`src/rtl/fetch_unit_if.sv`:
```
// Fetch unit bus bundle: instruction-memory request/response, decode-side
// instruction handshake and the branch/jump redirect input.
interface fetch_unit_if;
  logic        imem_req;
  logic [31:0] imem_addr;
  logic        imem_ack;
  logic [31:0] imem_rdata;
  logic [31:0] instr;
  logic [31:0] pc_out;
  logic [5:0]  opcode;
  logic [5:0]  funct;
  logic        instr_valid;
  logic        instr_ready;
  logic        redirect;
  logic [31:0] redirect_pc;

  // Fetch unit side
  modport master (
    output imem_req, imem_addr, instr, pc_out, opcode, funct, instr_valid,
    input  imem_ack, imem_rdata, instr_ready, redirect, redirect_pc
  );

  // Memory / decode / branch-resolution side
  modport slave (
    input  imem_req, imem_addr, instr, pc_out, opcode, funct, instr_valid,
    output imem_ack, imem_rdata, instr_ready, redirect, redirect_pc
  );
endinterface

```
`src/rtl/fetch_unit.sv`:
```
// Single-outstanding instruction fetch unit. Issues one memory read at a
// time, holds the returned word for decode, and handles redirects in any
// state (a request already on the bus is allowed to finish and is then
// discarded).
module fetch_unit #(
  parameter logic [31:0] RESET_PC = 32'h0000_3000
) (
  input logic         clk,
  input logic         rst,
  fetch_unit_if.master bus
);

  typedef enum logic [1:0] {IDLE, REQ, HOLD, DROP} stateT;

  stateT       state, stateNext;
  logic [31:0] pc, pcNext;
  logic [31:0] reqAddr, reqAddrNext;
  logic [31:0] instrReg, instrNext;
  logic [31:0] pcOutReg, pcOutNext;
  logic        reqReg, reqNext;
  logic        validReg, validNext;
  logic [31:0] redirectTarget;

  assign redirectTarget  = {bus.redirect_pc[31:2], 2'b00};

  assign bus.imem_req    = reqReg;
  assign bus.imem_addr   = reqAddr;
  assign bus.instr       = instrReg;
  assign bus.pc_out      = pcOutReg;
  assign bus.instr_valid = validReg;
  assign bus.opcode      = instrReg[31:26];
  assign bus.funct       = instrReg[5:0];

  // State and datapath registers; reset overrides redirect and ack.
  always_ff @(posedge clk) begin
    if (rst) begin
      state    <= IDLE;
      pc       <= RESET_PC;
      reqReg   <= 1'b0;
      reqAddr  <= RESET_PC;
      instrReg <= '0;
      pcOutReg <= '0;
      validReg <= 1'b0;
    end else begin
      state    <= stateNext;
      pc       <= pcNext;
      reqReg   <= reqNext;
      reqAddr  <= reqAddrNext;
      instrReg <= instrNext;
      pcOutReg <= pcOutNext;
      validReg <= validNext;
    end
  end

  // Next-state and next-register values; redirect is tested first everywhere.
  always_comb begin
    stateNext   = state;
    pcNext      = pc;
    reqNext     = reqReg;
    reqAddrNext = reqAddr;
    instrNext   = instrReg;
    pcOutNext   = pcOutReg;
    validNext   = validReg;
    case (state)
      IDLE: begin
        if (bus.redirect) begin
          pcNext = redirectTarget;
        end else begin
          reqNext     = 1'b1;
          reqAddrNext = pc;
          stateNext   = REQ;
        end
      end
      REQ: begin
        if (bus.redirect) begin
          pcNext = redirectTarget;
          if (bus.imem_ack) begin
            reqNext   = 1'b0;
            stateNext = IDLE;
          end else begin
            stateNext = DROP;
          end
        end else if (bus.imem_ack) begin
          instrNext = bus.imem_rdata;
          pcOutNext = pc;
          validNext = 1'b1;
          pcNext    = pc + 32'd4;
          reqNext   = 1'b0;
          stateNext = HOLD;
        end
      end
      HOLD: begin
        // A redirect coinciding with the handshake still consumes the word.
        if (bus.redirect) begin
          validNext = 1'b0;
          pcNext    = redirectTarget;
          stateNext = IDLE;
        end else if (validReg && bus.instr_ready) begin
          validNext   = 1'b0;
          reqNext     = 1'b1;
          reqAddrNext = pc;
          stateNext   = REQ;
        end
      end
      DROP: begin
        if (bus.redirect) begin
          pcNext = redirectTarget;
        end
        if (bus.imem_ack) begin
          reqNext   = 1'b0;
          stateNext = IDLE;
        end
      end
      default: stateNext = IDLE;
    endcase
  end

endmodule

```
`src/flat_wrapper.sv`:
```
// flat-port wrapper written by rule: the top's interface ports become plain ports
module fetch_unit_flat 
#(
  parameter logic [31:0] RESET_PC = 32'h0000_3000
)
  (clk, rst, bus_imem_req, bus_imem_addr, bus_instr, bus_pc_out, bus_opcode, bus_funct, bus_instr_valid, bus_imem_ack, bus_imem_rdata, bus_instr_ready, bus_redirect, bus_redirect_pc);
  fetch_unit_if bus_i ();
  input logic clk;
  input logic rst;
  output wire logic [$bits(bus_i.imem_req)-1:0] bus_imem_req;
  output wire logic [$bits(bus_i.imem_addr)-1:0] bus_imem_addr;
  output wire logic [$bits(bus_i.instr)-1:0] bus_instr;
  output wire logic [$bits(bus_i.pc_out)-1:0] bus_pc_out;
  output wire logic [$bits(bus_i.opcode)-1:0] bus_opcode;
  output wire logic [$bits(bus_i.funct)-1:0] bus_funct;
  output wire logic [$bits(bus_i.instr_valid)-1:0] bus_instr_valid;
  input wire logic [$bits(bus_i.imem_ack)-1:0] bus_imem_ack;
  input wire logic [$bits(bus_i.imem_rdata)-1:0] bus_imem_rdata;
  input wire logic [$bits(bus_i.instr_ready)-1:0] bus_instr_ready;
  input wire logic [$bits(bus_i.redirect)-1:0] bus_redirect;
  input wire logic [$bits(bus_i.redirect_pc)-1:0] bus_redirect_pc;
  assign bus_imem_req = bus_i.imem_req;
  assign bus_imem_addr = bus_i.imem_addr;
  assign bus_instr = bus_i.instr;
  assign bus_pc_out = bus_i.pc_out;
  assign bus_opcode = bus_i.opcode;
  assign bus_funct = bus_i.funct;
  assign bus_instr_valid = bus_i.instr_valid;
  assign bus_i.imem_ack = bus_imem_ack;
  assign bus_i.imem_rdata = bus_imem_rdata;
  assign bus_i.instr_ready = bus_instr_ready;
  assign bus_i.redirect = bus_redirect;
  assign bus_i.redirect_pc = bus_redirect_pc;
  fetch_unit #(.RESET_PC(RESET_PC)) u_core (.clk(clk), .rst(rst), .bus(bus_i));
endmodule
```
`config.mk`:
```
export PLATFORM = sky130hd
export DESIGN_NAME = fetch_unit_flat
export DESIGN_NICKNAME = d
export VERILOG_FILES = /design/src/rtl/fetch_unit_if.sv /design/src/rtl/fetch_unit.sv /design/src/flat_wrapper.sv
export SDC_FILE = /design/constraint.sdc
export NUM_CORES = 1
export LEC_CHECK = 0
export CORE_AREA = 2 2 137 139
export DETAILED_ROUTE_END_ITERATION = 16
export DIE_AREA = 0 0 139 141
export REMOVE_ABC_BUFFERS = 1
export SLEW_MARGIN = 30
export SYNTH_ARGS = -nofsm -noshare
export SYNTH_HDL_FRONTEND = slang
export SYNTH_SLANG_ARGS = --single-unit
export TNS_END_PERCENT = 5
```
`constraint.sdc`:
```
create_clock -name clk -period 3.97 [get_ports clk]
set_input_delay 0.5955 -clock clk [delete_from_list [all_inputs] [get_ports clk]]
set_output_delay 0.5955 -clock clk [all_outputs]
set_load 0.01 [all_outputs]
```
; Word-level counts from Yosys, hierarchy flattened
; Cells that the tools add are included.
[totals]
regBits = 132
output_inout_bits = 110
elab_cells = 60
[op_classes]
addsub = 1
eq_ne = 13
mux = 26
bitwise_logic = 1
n_reduce_logical = 12
[ops]
columns = cell, count
row1 = $mux 32, 6
row2 = $pmux 32 s2, 2
row3 = $add 32x3->32 const B, 1
row4 = $reduce_and 4->1, 4
row5 = $mux 2, 7
row6 = $ne 2x2->1 const B, 5
row7 = $mux 1, 8
row8 = $pmux 2 s4, 1
row9 = $ne 2x1->1 const B, 3
row10 = $eq 2x2->1 const B, 2
row11 = $reduce_bool 2->1, 2
row12 = $ne 3x2->1 const B, 1
row13 = $ne 3x3->1 const B, 1
row14 = $pmux 1 s3, 1
row15 = $reduce_and 3->1, 1
row16 = $reduce_or 3->1, 1
row17 = $eq 2x1->1 const B, 1
row18 = $logic_not 2->1, 1
row19 = $pmux 1 s2, 1
row20 = $reduce_and 2->1, 1
row21 = $reduce_or 2->1, 1
row22 = $logic_and 1x1->1, 1
row23 = $not 1->1, 1

; Logic depth before layout (Yosys ltp)
[logic_depth]
word_depth = 4
depth_mapped = 7
mapped_depth_nobuf = 5

; Worst setup path before layout
; OpenSTA, ideal clock, no wires.
[synth_timing]
kind = register to register
from = register u_core.pc[2]
to = register u_core.pc[30]
t_arrival_ps = 1982
required_ps = 3850
path_slack_ps = 1869
stages_incl_launch_ff = 6
n_path_buf = 0
synth_period_minus_slack_ps = 2101
path_cell_list = dfxtp_1 > ha_1 > nand4_1 > or3_1 > or4_1 > a211o_1
[synth_between]
elab_chain_len = 4
[synth_lines]
columns = element, line_no
row1 = start: declaration, fetch_unit.sv:16  ; logic [31:0] pc, pcNext;
row2 = start signal: assignment, fetch_unit.sv:46  ; pc <= pcNext;
row3 = $add 32x3->32, fetch_unit.sv:87  ; pcNext = pc + 32'd4;
row4 = $mux 32, fetch_unit.sv:83  ; end else if (bus.imem_ack) begin
row5 = $mux 32, fetch_unit.sv:75  ; if (bus.redirect) begin
row6 = $pmux 32 s2, fetch_unit.sv:64  ; case (state)
; Every way passes these cells. The select of a mux whose other input is x is not followed.
; A chain may end at the register's enable or synchronous reset.

; Final worst setup path
; Ends and elaborated chain as after synthesis.

==> flow_summary_export.csv <==
group,metric,value,unit
critical_path,critPathCapture,"u_core.pc[30]",
clocking,post_cts_resized,0,
critical_path,slowest_delay,630,ps
clocking,htreeDepth,4,
clocking,postCtsSetupBuffers,0,
detailed_routing,wl,16.65,mm
sta,drv_slew,0,
die,die_y,141,microns
synth,syn_inst,692,
layout,diodes,0,
clocking,worst_skew_pair.late_latency,410,ps
layout,final_common_cell,"nand2_1",
sta,min_period,2615,ps
sta,setup_tns,0,ps
global_routing,antenna_found_initial,1,
synth,ys.warnings.count,0,
detailed_routing,drt_iter0_drc,204,
critical_path,path_cells,"ha_1, nand4_1, or3_1, or4_1, a211o_1",
clocking,ctsHoldBuffers,0,
detailed_routing,wl_per_cell,15.53,microns
critical_path,rr_worst_depth,5,
critical_path,critPathLaunch,"u_core.pc[2]",
detailed_routing,ant_nets,0,
synth,syn_area,5358,sq um
sta,hold_viol_final,0,
die,start_util,29.33,%
job,maxCapViolCount,0,
power,leakage,2.580,nW
detailed_routing,dr_wl_met2,7.669,mm
layout,drive_above_1_share,6.444,%
clocking,ctsLongestPathBuffers,2,
clocking,cts_tree,"built",
global_routing,grt_overflow,0,
run_status,status,"finished clean",
clocking,numCtsBuffers,17,
layout,fin_nets,895,
hold_path,min_path_cells,2,
layout,instances_no_fill,1072,
layout,layout_common_cells,"nand2_1 (203), clkdlybuf4s50_1 (171), dfxtp_1 (126), a21oi_1 (103), nand3_1 (20)",
global_routing,grt_pass1_wl,26.15,mm
synth,synth-seq-cells,126,
die,ios,179,
sta,fin_crit_sh,65.87,%
clocking,cts_root_buf,"clkbuf_16",
power,p_per_area,425.4,nW/um^2
synth,async_flop_share,0,%
die,die_w,139,microns
detailed_routing,drt-vias-per-instance,4.855,
global_routing,track_usage,16.81,%
placed_design,portBuffers,172,
power,ir_worst_vdd,0.2966,mV
critical_path,arrival,2910,ps
critical_path,crit_required,4270,ps
sta,fin_worst_skew,10.65,ps
synth,yosysUniqueCellTypes,55,
critical_path,startpoint_type,"flop",
detailed_routing,wl_met1,7.995,mm
hold_path,worstHoldStart,"u_core.bus.instr[13]",
placed_design,placed_area,7167,sq um
critical_path,endpoint_kind,"flop",
critical_path,rrSetupSlack,1360,ps
placed_design,dp_hpwl,10.88,mm
critical_path,crit_type,"reg2reg",
synth,synth_edf_count,0,
placed_design,dp_cells,1040,
critical_path,crit-reg2reg-launch,"u_core.pc[2]",
clocking,cts.sinks,126,
sta,fmax,382.4,MHz
die,placementRows,50,
global_routing,first_global_vias,4903,
detailed_routing,via_count,5205,
critical_path,critPathMaxFanout,14,
sta,slew_headroom,47.32,%
die,coreArea,18270,sq um
sta,max_slew.worst_pin.slew,785.6,ps
critical_path,crit_slowest_cell,"or3_1",
layout,syn_to_final_growth,45.31,%
synth,ys_seq_area_share,47.08,%
layout,design_area,7785,sq um
hold_path,hold_class,"reg2reg",
sta,final-setup-viol-count,0,
clocking,clkSlewWorstSetupHoldPaths,60,ps
sta,rsz0062_at_grt,"false",
global_routing,grt_max_degree,62,
synth,ys.flop_type,"dfxtp_1",
detailed_routing,top_layer,"met4",
detailed_routing,firstDrtPassIters,5,
critical_path,r2r_end,"u_core.pc[30]",
die,die_area,19600,sq um
detailed_routing,drc,0,
placed_design,place_congestion,0.7713,
synth,syn_avg_cell_area,7.742,sq um
detailed_routing,route.met3.wl,852,microns
==> synthesized netlist by cell type (2+ instances only) <==
cell      number  area [sq um]
inv_1          6         22.52
clkbuf_1      45         168.9
buf_4         17         127.6
nor4_1        11         68.82
nand2b_1       4         25.02
and3_1         2         12.51
a32oi_1        2         17.52
a211oi_1      10         75.07
or3_1          7         43.79
nor3b_1        2         15.01
a31oi_1        2         12.51
nand4_1        6         37.54
o311a_1        3         30.03
xnor2_1        2         17.52
a21boi_0       2         15.01
a211o_1        2         17.52
or4_1          9         67.56
o21a_1         3         22.52
a311oi_1       5         43.79
nand3_1       20         100.1
o221ai_1       3         26.28
a21oi_1      103         515.5
nand2_1      204         765.7
o22ai_1        3         18.77
buf_2          6         30.03
and4_1         6         52.55
nor2_1        16         60.06
nor2b_1        2         12.51
o211ai_1       5         37.54
o31ai_1        4         30.03
or3b_2         2         17.52
buf_1          3         11.26
and2_1         3         18.77
o21ai_0       15         75.07
dfxtp_1      126          2522
nor3_1        12         60.06
==> area by class of cell <==
cell class,instances,area (sq um)
clock buffers,20,456.7
clock inverters,12,161.4
fillers,1901,10480
inverters,7,26.28
multi-input cells,490,2499
flip-flops and latches,126,2522
well taps,234,292.8
repair buffers,183,1827
==> logic make-up (layout without fill, tap and decap cells) <==
kind of cell / after synthesis / after routing / synth area share [%]
AND/OR/NAND/NOR: 313 / 313 / 26.53
AO/OA/AOI/OAI: 170 / 170 / 18.87
flip-flops: 126 / 126 / 47.08
buffers and inverters: 79 / 222 / 6.889
XOR/XNOR: 2 / 2 / 0.3270
adder cells (fa/ha/maj): 1 / 1 / 0.2335
other: 1 / 4 / 0.06999
==> per-stage QoR <==
stage	util, %	setup WS (ps)	total power [mW]	hold WS, ps
6_report	42.62	1355	3.312	449.9
5_1_grt	42.62	1135	3.455	462.0
4_1_cts	42.62	1337	3.366	453.0
3_5_place_dp	39.23	1040	1.732	445.3
3_3_place_gp	39.23	1076	1.731	441.0
2_1_floorplan	-	-2514	1.516	447.3
==> worst min-delay path by stage <==
stage	to
after floorplan	u_core.bus.imem_addr[31]
after global placement	u_core.bus.instr[18]
after detailed placement	u_core.bus.pc_out[22]
after CTS	u_core.bus.pc_out[22]
after global routing	u_core.bus.pc_out[14]
final	u_core.bus.instr[13]
==> worst max-delay path, delay by kind of cell, from the launching register on <==
family,cells,cell delay [ps]
fa+ha+maj,1,260
flops,1,440
compound gates,1,290
simple gates,3,1510
==> power by group <==
| group | switching (mW) | internal [mW] |
|---|---|---|
| combinational | 0.162 | 0.168 |
| clock | 0.585 | 1.02 |
| sequential | 0.0575 | 1.32 |
| total | 0.804 | 2.51 |
==> registers in the layout, summed over array words and instances, names as in the netlist <==
signal	cells
u_core.bus.imem_req	1
u_core.pc	30
u_core.bus.pc_out	30
u_core.bus.imem_addr	30
u_core.bus.instr	32
u_core.state	2
u_core.bus.instr_valid	1
==> routing by layer <==
layer  vias to the layer above  GRT usage, %
met1                      2389         22.30
met2                       155         26.32
li1                       2651             -
met4                         0         6.699
met5                         -             0
met3                        10         4.178
(Power assumes the default switching activity.)
